**src/rtl/muldiv_seq_if.sv**
```systemverilog
`default_nettype none
// ==========================================================================
// muldiv_seq_if : request/response bundle between the EXU and muldiv_seq
// Revision      : 1.0
// ==========================================================================
interface muldiv_seq_if #(
  parameter int XLEN = 64,
  parameter int OP_W = 4
);
  logic            in_valid;
  logic            in_ready;
  logic [OP_W-1:0] md_op;
  logic [XLEN-1:0] src1;
  logic [XLEN-1:0] src2;
  logic            flush;
  logic            out_valid;
  logic            out_ready;
  logic [XLEN-1:0] result;
  logic            busy;

  modport master (
    output in_valid, md_op, src1, src2, flush, out_ready,
    input  in_ready, out_valid, result, busy
  );

  modport slave (
    input  in_valid, md_op, src1, src2, flush, out_ready,
    output in_ready, out_valid, result, busy
  );
endinterface
`default_nettype wire

```
**src/rtl/muldiv_seq.sv**
```systemverilog
`default_nettype none
// ==========================================================================
// muldiv_seq : iterative radix-2 RV64M multiply/divide sequencer
// Revision   : 1.0
// ==========================================================================
module muldiv_seq #(
  parameter int XLEN = 64,
  parameter int OP_W = 4
) (
  input  wire logic   clk,
  input  wire logic   rst,
  muldiv_seq_if.slave bus
);

  localparam int HALF  = XLEN / 2;
  localparam int CNT_W = $clog2(XLEN);

  localparam logic [OP_W-1:0] C_OP_MUL    = OP_W'(0);
  localparam logic [OP_W-1:0] C_OP_MULH   = OP_W'(1);
  localparam logic [OP_W-1:0] C_OP_MULHSU = OP_W'(2);
  localparam logic [OP_W-1:0] C_OP_MULHU  = OP_W'(3);
  localparam logic [OP_W-1:0] C_OP_DIV    = OP_W'(4);
  localparam logic [OP_W-1:0] C_OP_DIVU   = OP_W'(5);
  localparam logic [OP_W-1:0] C_OP_REM    = OP_W'(6);
  localparam logic [OP_W-1:0] C_OP_REMU   = OP_W'(7);
  localparam logic [OP_W-1:0] C_OP_MULW   = OP_W'(8);
  localparam logic [OP_W-1:0] C_OP_DIVW   = OP_W'(9);
  localparam logic [OP_W-1:0] C_OP_DIVUW  = OP_W'(10);
  localparam logic [OP_W-1:0] C_OP_REMW   = OP_W'(11);
  localparam logic [OP_W-1:0] C_OP_REMUW  = OP_W'(12);

  typedef enum logic [1:0] {
    S_IDLE = 2'd0,
    S_CALC = 2'd1,
    S_FIX  = 2'd2,
    S_DONE = 2'd3
  } state_t;

  state_t           state_q, state_d;
  logic [CNT_W-1:0] cnt_q, cnt_d;
  logic [XLEN-1:0]  hi_q, hi_d;
  logic [XLEN-1:0]  lo_q, lo_d;
  logic [XLEN-1:0]  opnd_q, opnd_d;
  logic [XLEN-1:0]  result_q, result_d;
  logic             mul_q, mul_d;
  logic             w_q, w_d;
  logic             rem_q, rem_d;
  logic             high_q, high_d;
  logic             neg_res_q, neg_res_d;
  logic             neg_rem_q, neg_rem_d;

  // ---------------------------------------------------------------- decode
  logic w_is_w, w_is_mul, w_is_div, w_is_rem, w_is_high, w_rsvd;
  logic w_s1_sgn, w_s2_sgn;

  always_comb begin
    w_is_w    = 1'b0;
    w_is_mul  = 1'b0;
    w_is_div  = 1'b0;
    w_is_rem  = 1'b0;
    w_is_high = 1'b0;
    w_rsvd    = 1'b0;
    w_s1_sgn  = 1'b0;
    w_s2_sgn  = 1'b0;
    case (bus.md_op)
      C_OP_MUL:    begin w_is_mul = 1'b1; w_s1_sgn = 1'b1; w_s2_sgn = 1'b1; end
      C_OP_MULH:   begin w_is_mul = 1'b1; w_is_high = 1'b1; w_s1_sgn = 1'b1; w_s2_sgn = 1'b1; end
      C_OP_MULHSU: begin w_is_mul = 1'b1; w_is_high = 1'b1; w_s1_sgn = 1'b1; end
      C_OP_MULHU:  begin w_is_mul = 1'b1; w_is_high = 1'b1; end
      C_OP_DIV:    begin w_is_div = 1'b1; w_s1_sgn = 1'b1; w_s2_sgn = 1'b1; end
      C_OP_DIVU:   begin w_is_div = 1'b1; end
      C_OP_REM:    begin w_is_div = 1'b1; w_is_rem = 1'b1; w_s1_sgn = 1'b1; w_s2_sgn = 1'b1; end
      C_OP_REMU:   begin w_is_div = 1'b1; w_is_rem = 1'b1; end
      // only the low word of a MULW product is kept, so signedness is irrelevant
      C_OP_MULW:   begin w_is_mul = 1'b1; w_is_w = 1'b1; end
      C_OP_DIVW:   begin w_is_div = 1'b1; w_is_w = 1'b1; w_s1_sgn = 1'b1; w_s2_sgn = 1'b1; end
      C_OP_DIVUW:  begin w_is_div = 1'b1; w_is_w = 1'b1; end
      C_OP_REMW:   begin w_is_div = 1'b1; w_is_w = 1'b1; w_is_rem = 1'b1; w_s1_sgn = 1'b1; w_s2_sgn = 1'b1; end
      C_OP_REMUW:  begin w_is_div = 1'b1; w_is_w = 1'b1; w_is_rem = 1'b1; end
      default:     begin w_rsvd = 1'b1; end
    endcase
  end

  // ------------------------------------------------------ operand prep
  logic [XLEN-1:0] w_a, w_b, w_a_mag, w_b_mag, w_a_res, w_min, w_spec_res;
  logic            w_a_neg, w_b_neg, w_div_zero, w_ovf;

  assign w_a = w_is_w ? {{HALF{w_s1_sgn & bus.src1[HALF-1]}}, bus.src1[HALF-1:0]} : bus.src1;
  assign w_b = w_is_w ? {{HALF{w_s2_sgn & bus.src2[HALF-1]}}, bus.src2[HALF-1:0]} : bus.src2;

  assign w_a_neg = w_s1_sgn & w_a[XLEN-1];
  assign w_b_neg = w_s2_sgn & w_b[XLEN-1];
  assign w_a_mag = w_a_neg ? (~w_a + XLEN'(1)) : w_a;
  assign w_b_mag = w_b_neg ? (~w_b + XLEN'(1)) : w_b;

  // Dividend as it must appear in a result: W ops always sign-extend the low word
  assign w_a_res = w_is_w ? {{HALF{bus.src1[HALF-1]}}, bus.src1[HALF-1:0]} : bus.src1;
  assign w_min   = w_is_w ? {{(HALF+1){1'b1}}, {(HALF-1){1'b0}}} : {1'b1, {(XLEN-1){1'b0}}};

  assign w_div_zero = w_is_div & (w_b == '0);
  assign w_ovf      = w_is_div & w_s1_sgn & (w_a == w_min) & (w_b == '1);

  always_comb begin
    if (w_rsvd)
      w_spec_res = '0;
    else if (w_div_zero)
      w_spec_res = w_is_rem ? w_a_res : '1;
    else
      w_spec_res = w_is_rem ? '0 : w_a_res;
  end

  // ------------------------------------------------------ iteration steps
  logic [XLEN:0] w_sum, w_shift, w_trial;

  assign w_sum   = {1'b0, hi_q} + (lo_q[0] ? {1'b0, opnd_q} : {(XLEN+1){1'b0}});
  assign w_shift = {hi_q, lo_q[XLEN-1]};
  assign w_trial = w_shift - {1'b0, opnd_q};

  // ------------------------------------------------------ sign fix / select
  logic [2*XLEN-1:0] w_prod, w_prod_s;
  logic [XLEN-1:0]   w_quo_s, w_rem_s, w_div_sel, w_fix_res;

  assign w_prod    = {hi_q, lo_q};
  assign w_prod_s  = neg_res_q ? (~w_prod + (2*XLEN)'(1)) : w_prod;
  assign w_quo_s   = neg_res_q ? (~lo_q + XLEN'(1)) : lo_q;
  assign w_rem_s   = neg_rem_q ? (~hi_q + XLEN'(1)) : hi_q;
  assign w_div_sel = rem_q ? w_rem_s : w_quo_s;

  always_comb begin
    if (mul_q) begin
      // a 32-iteration multiply leaves the product shifted up by HALF bits
      if (w_q)
        w_fix_res = {{HALF{lo_q[XLEN-1]}}, lo_q[XLEN-1:HALF]};
      else if (high_q)
        w_fix_res = w_prod_s[2*XLEN-1:XLEN];
      else
        w_fix_res = w_prod_s[XLEN-1:0];
    end else begin
      w_fix_res = w_q ? {{HALF{w_div_sel[HALF-1]}}, w_div_sel[HALF-1:0]} : w_div_sel;
    end
  end

  // ------------------------------------------------------ next state
  always_comb begin
    state_d   = state_q;
    cnt_d     = cnt_q;
    hi_d      = hi_q;
    lo_d      = lo_q;
    opnd_d    = opnd_q;
    result_d  = result_q;
    mul_d     = mul_q;
    w_d       = w_q;
    rem_d     = rem_q;
    high_d    = high_q;
    neg_res_d = neg_res_q;
    neg_rem_d = neg_rem_q;

    if (bus.flush) begin
      state_d = S_IDLE;
    end else begin
      case (state_q)
        S_IDLE: begin
          if (bus.in_valid) begin
            mul_d     = w_is_mul;
            w_d       = w_is_w;
            rem_d     = w_is_rem;
            high_d    = w_is_high;
            neg_res_d = w_a_neg ^ w_b_neg;
            neg_rem_d = w_a_neg;
            if (w_rsvd || w_div_zero || w_ovf) begin
              result_d = w_spec_res;
              state_d  = S_DONE;
            end else begin
              state_d = S_CALC;
              cnt_d   = w_is_w ? CNT_W'(HALF - 1) : CNT_W'(XLEN - 1);
              hi_d    = '0;
              if (w_is_mul) begin
                lo_d   = w_b_mag;
                opnd_d = w_a_mag;
              end else begin
                // W dividends sit in the top half so their MSB shifts out first
                lo_d   = w_is_w ? {w_a_mag[HALF-1:0], {HALF{1'b0}}} : w_a_mag;
                opnd_d = w_b_mag;
              end
            end
          end
        end
        S_CALC: begin
          if (mul_q) begin
            hi_d = w_sum[XLEN:1];
            lo_d = {w_sum[0], lo_q[XLEN-1:1]};
          end else if (!w_trial[XLEN]) begin
            hi_d = w_trial[XLEN-1:0];
            lo_d = {lo_q[XLEN-2:0], 1'b1};
          end else begin
            hi_d = w_shift[XLEN-1:0];
            lo_d = {lo_q[XLEN-2:0], 1'b0};
          end
          cnt_d = cnt_q - CNT_W'(1);
          if (cnt_q == '0)
            state_d = S_FIX;
        end
        S_FIX: begin
          result_d = w_fix_res;
          state_d  = S_DONE;
        end
        S_DONE: begin
          if (bus.out_ready)
            state_d = S_IDLE;
        end
        default: state_d = S_IDLE;
      endcase
    end
  end

  // ------------------------------------------------------ registers
  always_ff @(posedge clk or posedge rst) begin
    if (rst) begin
      state_q   <= S_IDLE;
      cnt_q     <= '0;
      hi_q      <= '0;
      lo_q      <= '0;
      opnd_q    <= '0;
      result_q  <= '0;
      mul_q     <= 1'b0;
      w_q       <= 1'b0;
      rem_q     <= 1'b0;
      high_q    <= 1'b0;
      neg_res_q <= 1'b0;
      neg_rem_q <= 1'b0;
    end else begin
      state_q   <= state_d;
      cnt_q     <= cnt_d;
      hi_q      <= hi_d;
      lo_q      <= lo_d;
      opnd_q    <= opnd_d;
      result_q  <= result_d;
      mul_q     <= mul_d;
      w_q       <= w_d;
      rem_q     <= rem_d;
      high_q    <= high_d;
      neg_res_q <= neg_res_d;
      neg_rem_q <= neg_rem_d;
    end
  end

  assign bus.in_ready  = (state_q == S_IDLE);
  assign bus.out_valid = (state_q == S_DONE);
  assign bus.busy      = (state_q != S_IDLE);
  assign bus.result    = result_q;

endmodule
`default_nettype wire

```
**src/flat_wrapper.sv**
```systemverilog
// flat-port wrapper written by rule: the top's interface ports become plain ports
module muldiv_seq_flat 
#(
  parameter int XLEN = 64,
  parameter int OP_W = 4
)
  (clk, rst, bus_in_valid, bus_md_op, bus_src1, bus_src2, bus_flush, bus_out_ready, bus_in_ready, bus_out_valid, bus_result, bus_busy);
  muldiv_seq_if #(.XLEN(XLEN), .OP_W(OP_W)) bus_i ();
  input  wire logic clk;
  input  wire logic rst;
  input wire logic [$bits(bus_i.in_valid)-1:0] bus_in_valid;
  input wire logic [$bits(bus_i.md_op)-1:0] bus_md_op;
  input wire logic [$bits(bus_i.src1)-1:0] bus_src1;
  input wire logic [$bits(bus_i.src2)-1:0] bus_src2;
  input wire logic [$bits(bus_i.flush)-1:0] bus_flush;
  input wire logic [$bits(bus_i.out_ready)-1:0] bus_out_ready;
  output wire logic [$bits(bus_i.in_ready)-1:0] bus_in_ready;
  output wire logic [$bits(bus_i.out_valid)-1:0] bus_out_valid;
  output wire logic [$bits(bus_i.result)-1:0] bus_result;
  output wire logic [$bits(bus_i.busy)-1:0] bus_busy;
  assign bus_i.in_valid = bus_in_valid;
  assign bus_i.md_op = bus_md_op;
  assign bus_i.src1 = bus_src1;
  assign bus_i.src2 = bus_src2;
  assign bus_i.flush = bus_flush;
  assign bus_i.out_ready = bus_out_ready;
  assign bus_in_ready = bus_i.in_ready;
  assign bus_out_valid = bus_i.out_valid;
  assign bus_result = bus_i.result;
  assign bus_busy = bus_i.busy;
  muldiv_seq #(.XLEN(XLEN), .OP_W(OP_W)) u_core (.clk(clk), .rst(rst), .bus(bus_i));
endmodule
```
**config.mk**
```make
export PLATFORM = sky130hd
export DESIGN_NAME = muldiv_seq_flat
export DESIGN_NICKNAME = d
export VERILOG_FILES = /design/src/rtl/muldiv_seq_if.sv /design/src/rtl/muldiv_seq.sv /design/src/flat_wrapper.sv
export SDC_FILE = /design/constraint.sdc
export NUM_CORES = 2
export LEC_CHECK = 0
export BUFFER_PORTS_ARGS = -buffer_cell sky130_fd_sc_hd__buf_2
export CAP_MARGIN = 20
export CORE_MARGIN = 2
export CORE_UTILIZATION = 60
export CTS_CLUSTER_SIZE = 20
export DETAILED_ROUTE_END_ITERATION = 10
export PLACE_DENSITY = 0.79
export SYNTH_ARGS = -nofsm -noshare
export SYNTH_HDL_FRONTEND = slang
export SYNTH_SLANG_ARGS = --single-unit
```
**constraint.sdc**
```tcl
create_clock -name clk -period 9 [get_ports clk]
set_clock_uncertainty 0.2 [all_clocks]
set_input_delay 0 -clock clk [delete_from_list [all_inputs] [get_ports clk]]
set_output_delay 0 -clock clk [all_outputs]
set_load 0.005 [all_outputs]
```
==> metrics.txt <==
IO Port Bufs 203; asr flop ratio synth 1.00; failing checks max-slew violations; final worst-path cycle share 0.645; cell area after synthesis 33100 um2; Crit Path Category in -> reg; Crit. Startpoint bus_src2[19]; worst path arrival time 6.10 ns; number of global-route vias before repair 35300; Main synth FF type dfrtp_1; largest net degree at the start of global routing 122; final setup violation count 0; # IOs 204; RSZ-0062 raised after global routing no; Max Slew Vio Count 1; total grt overflow 0; TritonCTS clock tree done; chip width 239 um; TNS Setup 0 ns; status finished with violations; max cap viols 0; Critical Path Fanout Max 79; design area 36500 um2; wire length per cell 28.5 um; clk slew on worst S/H paths 0.06 ns; Slew @ Worst Pin 1.51 ns; register area share after synthesis 0.204; die area 57100 um2; worst r2r path cells 15; fmax 172 MHz; Synth warnings 0; reg-to-reg critical path endpoint u_core.hi_q[57]$_DFFE_PP0P_; Iteration-0 DRC Markers 6690; most frequent cells in the layout nand2_1 (514), o21ai_0 (508), nor2_1 (498), a21oi_1 (460), dfrtp_1 (267); crit path capture u_core.hi_q[45]$_DFFE_PP0P_; GPL Wtd Cong 1.11; EDFF count, synth 0; Initial Utilization 0.603; routed via count 39800; clk sink count 270; RR Startpoint u_core.lo_q[63]$_DFFE_PP0P_; CP endpoint kind flop; drc violations 0; Hold WC Path Type in -> reg; ANT nets after route 0; proportion of layout cells with a drive suffix above 1 0.0913; Clock Tree Buf Depth 3; r2r setup slk 3.27 ns; commonest non-fill, non-tap cell in the layout nand2_1; CP startpoint kind input pin; post-synth net total 4988; Required @ worst endpoint 9.30 ns; # nets final 5028; final hold slack 0.0425 ns; Die Y 239 um; normalized max-slew margin -0.00624; multi-input logic area 24400 um2; Fillers 4928; Static Leak 15.3 nW; flops & latches, synth 270; Root Driver clkbuf_16; Pwr Density 384 nW/um2; initial antenna violation count 10; min cycle time layout 5.80 ns; core area 54900 um2; hold wc startpoint bus_src2[41]; Synth Instances 4710; CTS-repair resized insts 0; hold-fix buffers at CTS 118; Max rail drop VDD 0.230 mV; FF/Latch Area 6770 um2; gr usage total 0.532; Detail Placement HPWL 118000 um; # rows 86; final hold vios 0; worst skew pair latency 0.58 ns; final WL 156000 um; Num CTS Buffers 34; routed vias/inst 7.25; Post CTS Setup Buffer Count 0; DRT Pass-1 Iters 7; number of distinct library cells after synthesis 88; Mean Syn Cell Area 7.03 um2; first-pass GRT wire length 228000 um; H-tree Lvls 2; Layout area overhead 10.4%; placed cell areas 34200 um2
==> power by group <==
| group | internal, mW | total, mW | switching [mW] |
|---|---|---|---|
| combinational | 3.23 | 9.84 | 6.61 |
| sequential | 1.72 | 2.70 | 0.980 |
| clock | 0.880 | 1.48 | 0.602 |
==> cell usage after synthesis, types with 42 or more instances <==
cell type,n,area share
a22oi_1,54,0.012
or4_1,42,0.0095
inv_1,129,0.015
ha_1,139,0.053
nand4_1,65,0.012
xnor2_1,180,0.048
mux2i_1,103,0.031
nor2_1,502,0.057
nor4_1,47,0.0089
or3_1,51,0.0096
a31oi_1,52,0.0098
nand2_1,515,0.058
clkbuf_1,333,0.038
a21oi_1,462,0.070
dfrtp_1,270,0.20
nor3_1,102,0.015
o31ai_1,63,0.014
a211oi_1,58,0.013
nand3_1,82,0.012
o21ai_0,508,0.077
xor2_1,216,0.057
a21o_1,60,0.014
==> critical path: stages <==
cell	delay (ns)
dlygate4sd3_1	0.55
buf_2	0.16
nor4_1	0.65
nand4_1	0.27
or4_1	0.64
or4_1	0.52
or3b_1	0.47
nand3_1	0.18
or2_4	0.55
o21a_4	0.72
buf_4	0.84
a222oi_1	0.28
nand2_1	0.11
==> registers in the layout, indices dropped and copies added, names as in the netlist <==
register           cells
u_core.lo_q           64
u_core.cnt_q           6
u_core.high_q          1
u_core.bus.result     64
u_core.w_q             1
u_core.neg_rem_q       1
u_core.state_q         2
u_core.neg_res_q       1
u_core.opnd_q         64
u_core.hi_q           64
u_core.mul_q           1
u_core.rem_q           1
==> stage by stage <==
| step | total power, mW | setup WS, ns | utilization | std cells |
|---|---|---|---|---|
| 2_1_floorplan | 8.59 | 1.36 | - | 4710 |
| 3_3_place_gp | 11.7 | 3.37 | 0.623 | 5299 |
| 3_5_place_dp | 11.7 | 3.23 | 0.623 | 5299 |
| 4_1_cts | 13.3 | 3.45 | 0.666 | 5479 |
| 5_1_grt | 14.6 | 3.11 | 0.666 | 5481 |
| 6_report | 14.0 | 3.20 | 0.666 | 5486 |
==> cell type report <==
cell class | count | share of cell area
Timing Repair Buffer | 399 | 0.0761
Clock inverter | 19 | 0.00695
Clock buffer | 43 | 0.0253
Antenna cell | 6 | 0.000411
Inverter | 129 | 0.0135
Tap cell | 704 | 0.0241
Sequential cell | 270 | 0.185
Multi-Input combinational cell | 3916 | 0.669
==> worst min-delay path by stage <==
stage | end | slack [ns] | cells after the start
floorplan | u_core.state_q[1]$_DFFE_PP0P_ | -0.13 | 1
global placement | u_core.bus.result[44]$_DFFE_PP0P_ | -0.15 | 2
detailed placement | u_core.bus.result[43]$_DFFE_PP0P_ | -0.15 | 2
CTS | u_core.lo_q[41]$_DFFE_PP0P_ | 0.003 | 6
global route | u_core.opnd_q[24]$_DFFE_PP0P_ | 0.03 | 4
finish | u_core.lo_q[41]$_DFFE_PP0P_ | 0.04 | 6
==> layer usage <==
metal	wire, um	GRT usage
met5	164	0.0104
met4	15200	0.398
met3	24900	0.204
met2	59800	0.725
met1	56300	0.675
==> logic make-up after synthesis <==
family / synth area share
buffers and inverters: 0.0610
AOI/OAI and AO/OA: 0.307
muxes: 0.0417
adders and majority gates: 0.0604
and+or+nand+nor: 0.221
xor gates and xnor gates: 0.105
DFF: 0.204
Note: power is estimated with default switching activity, not from simulation.
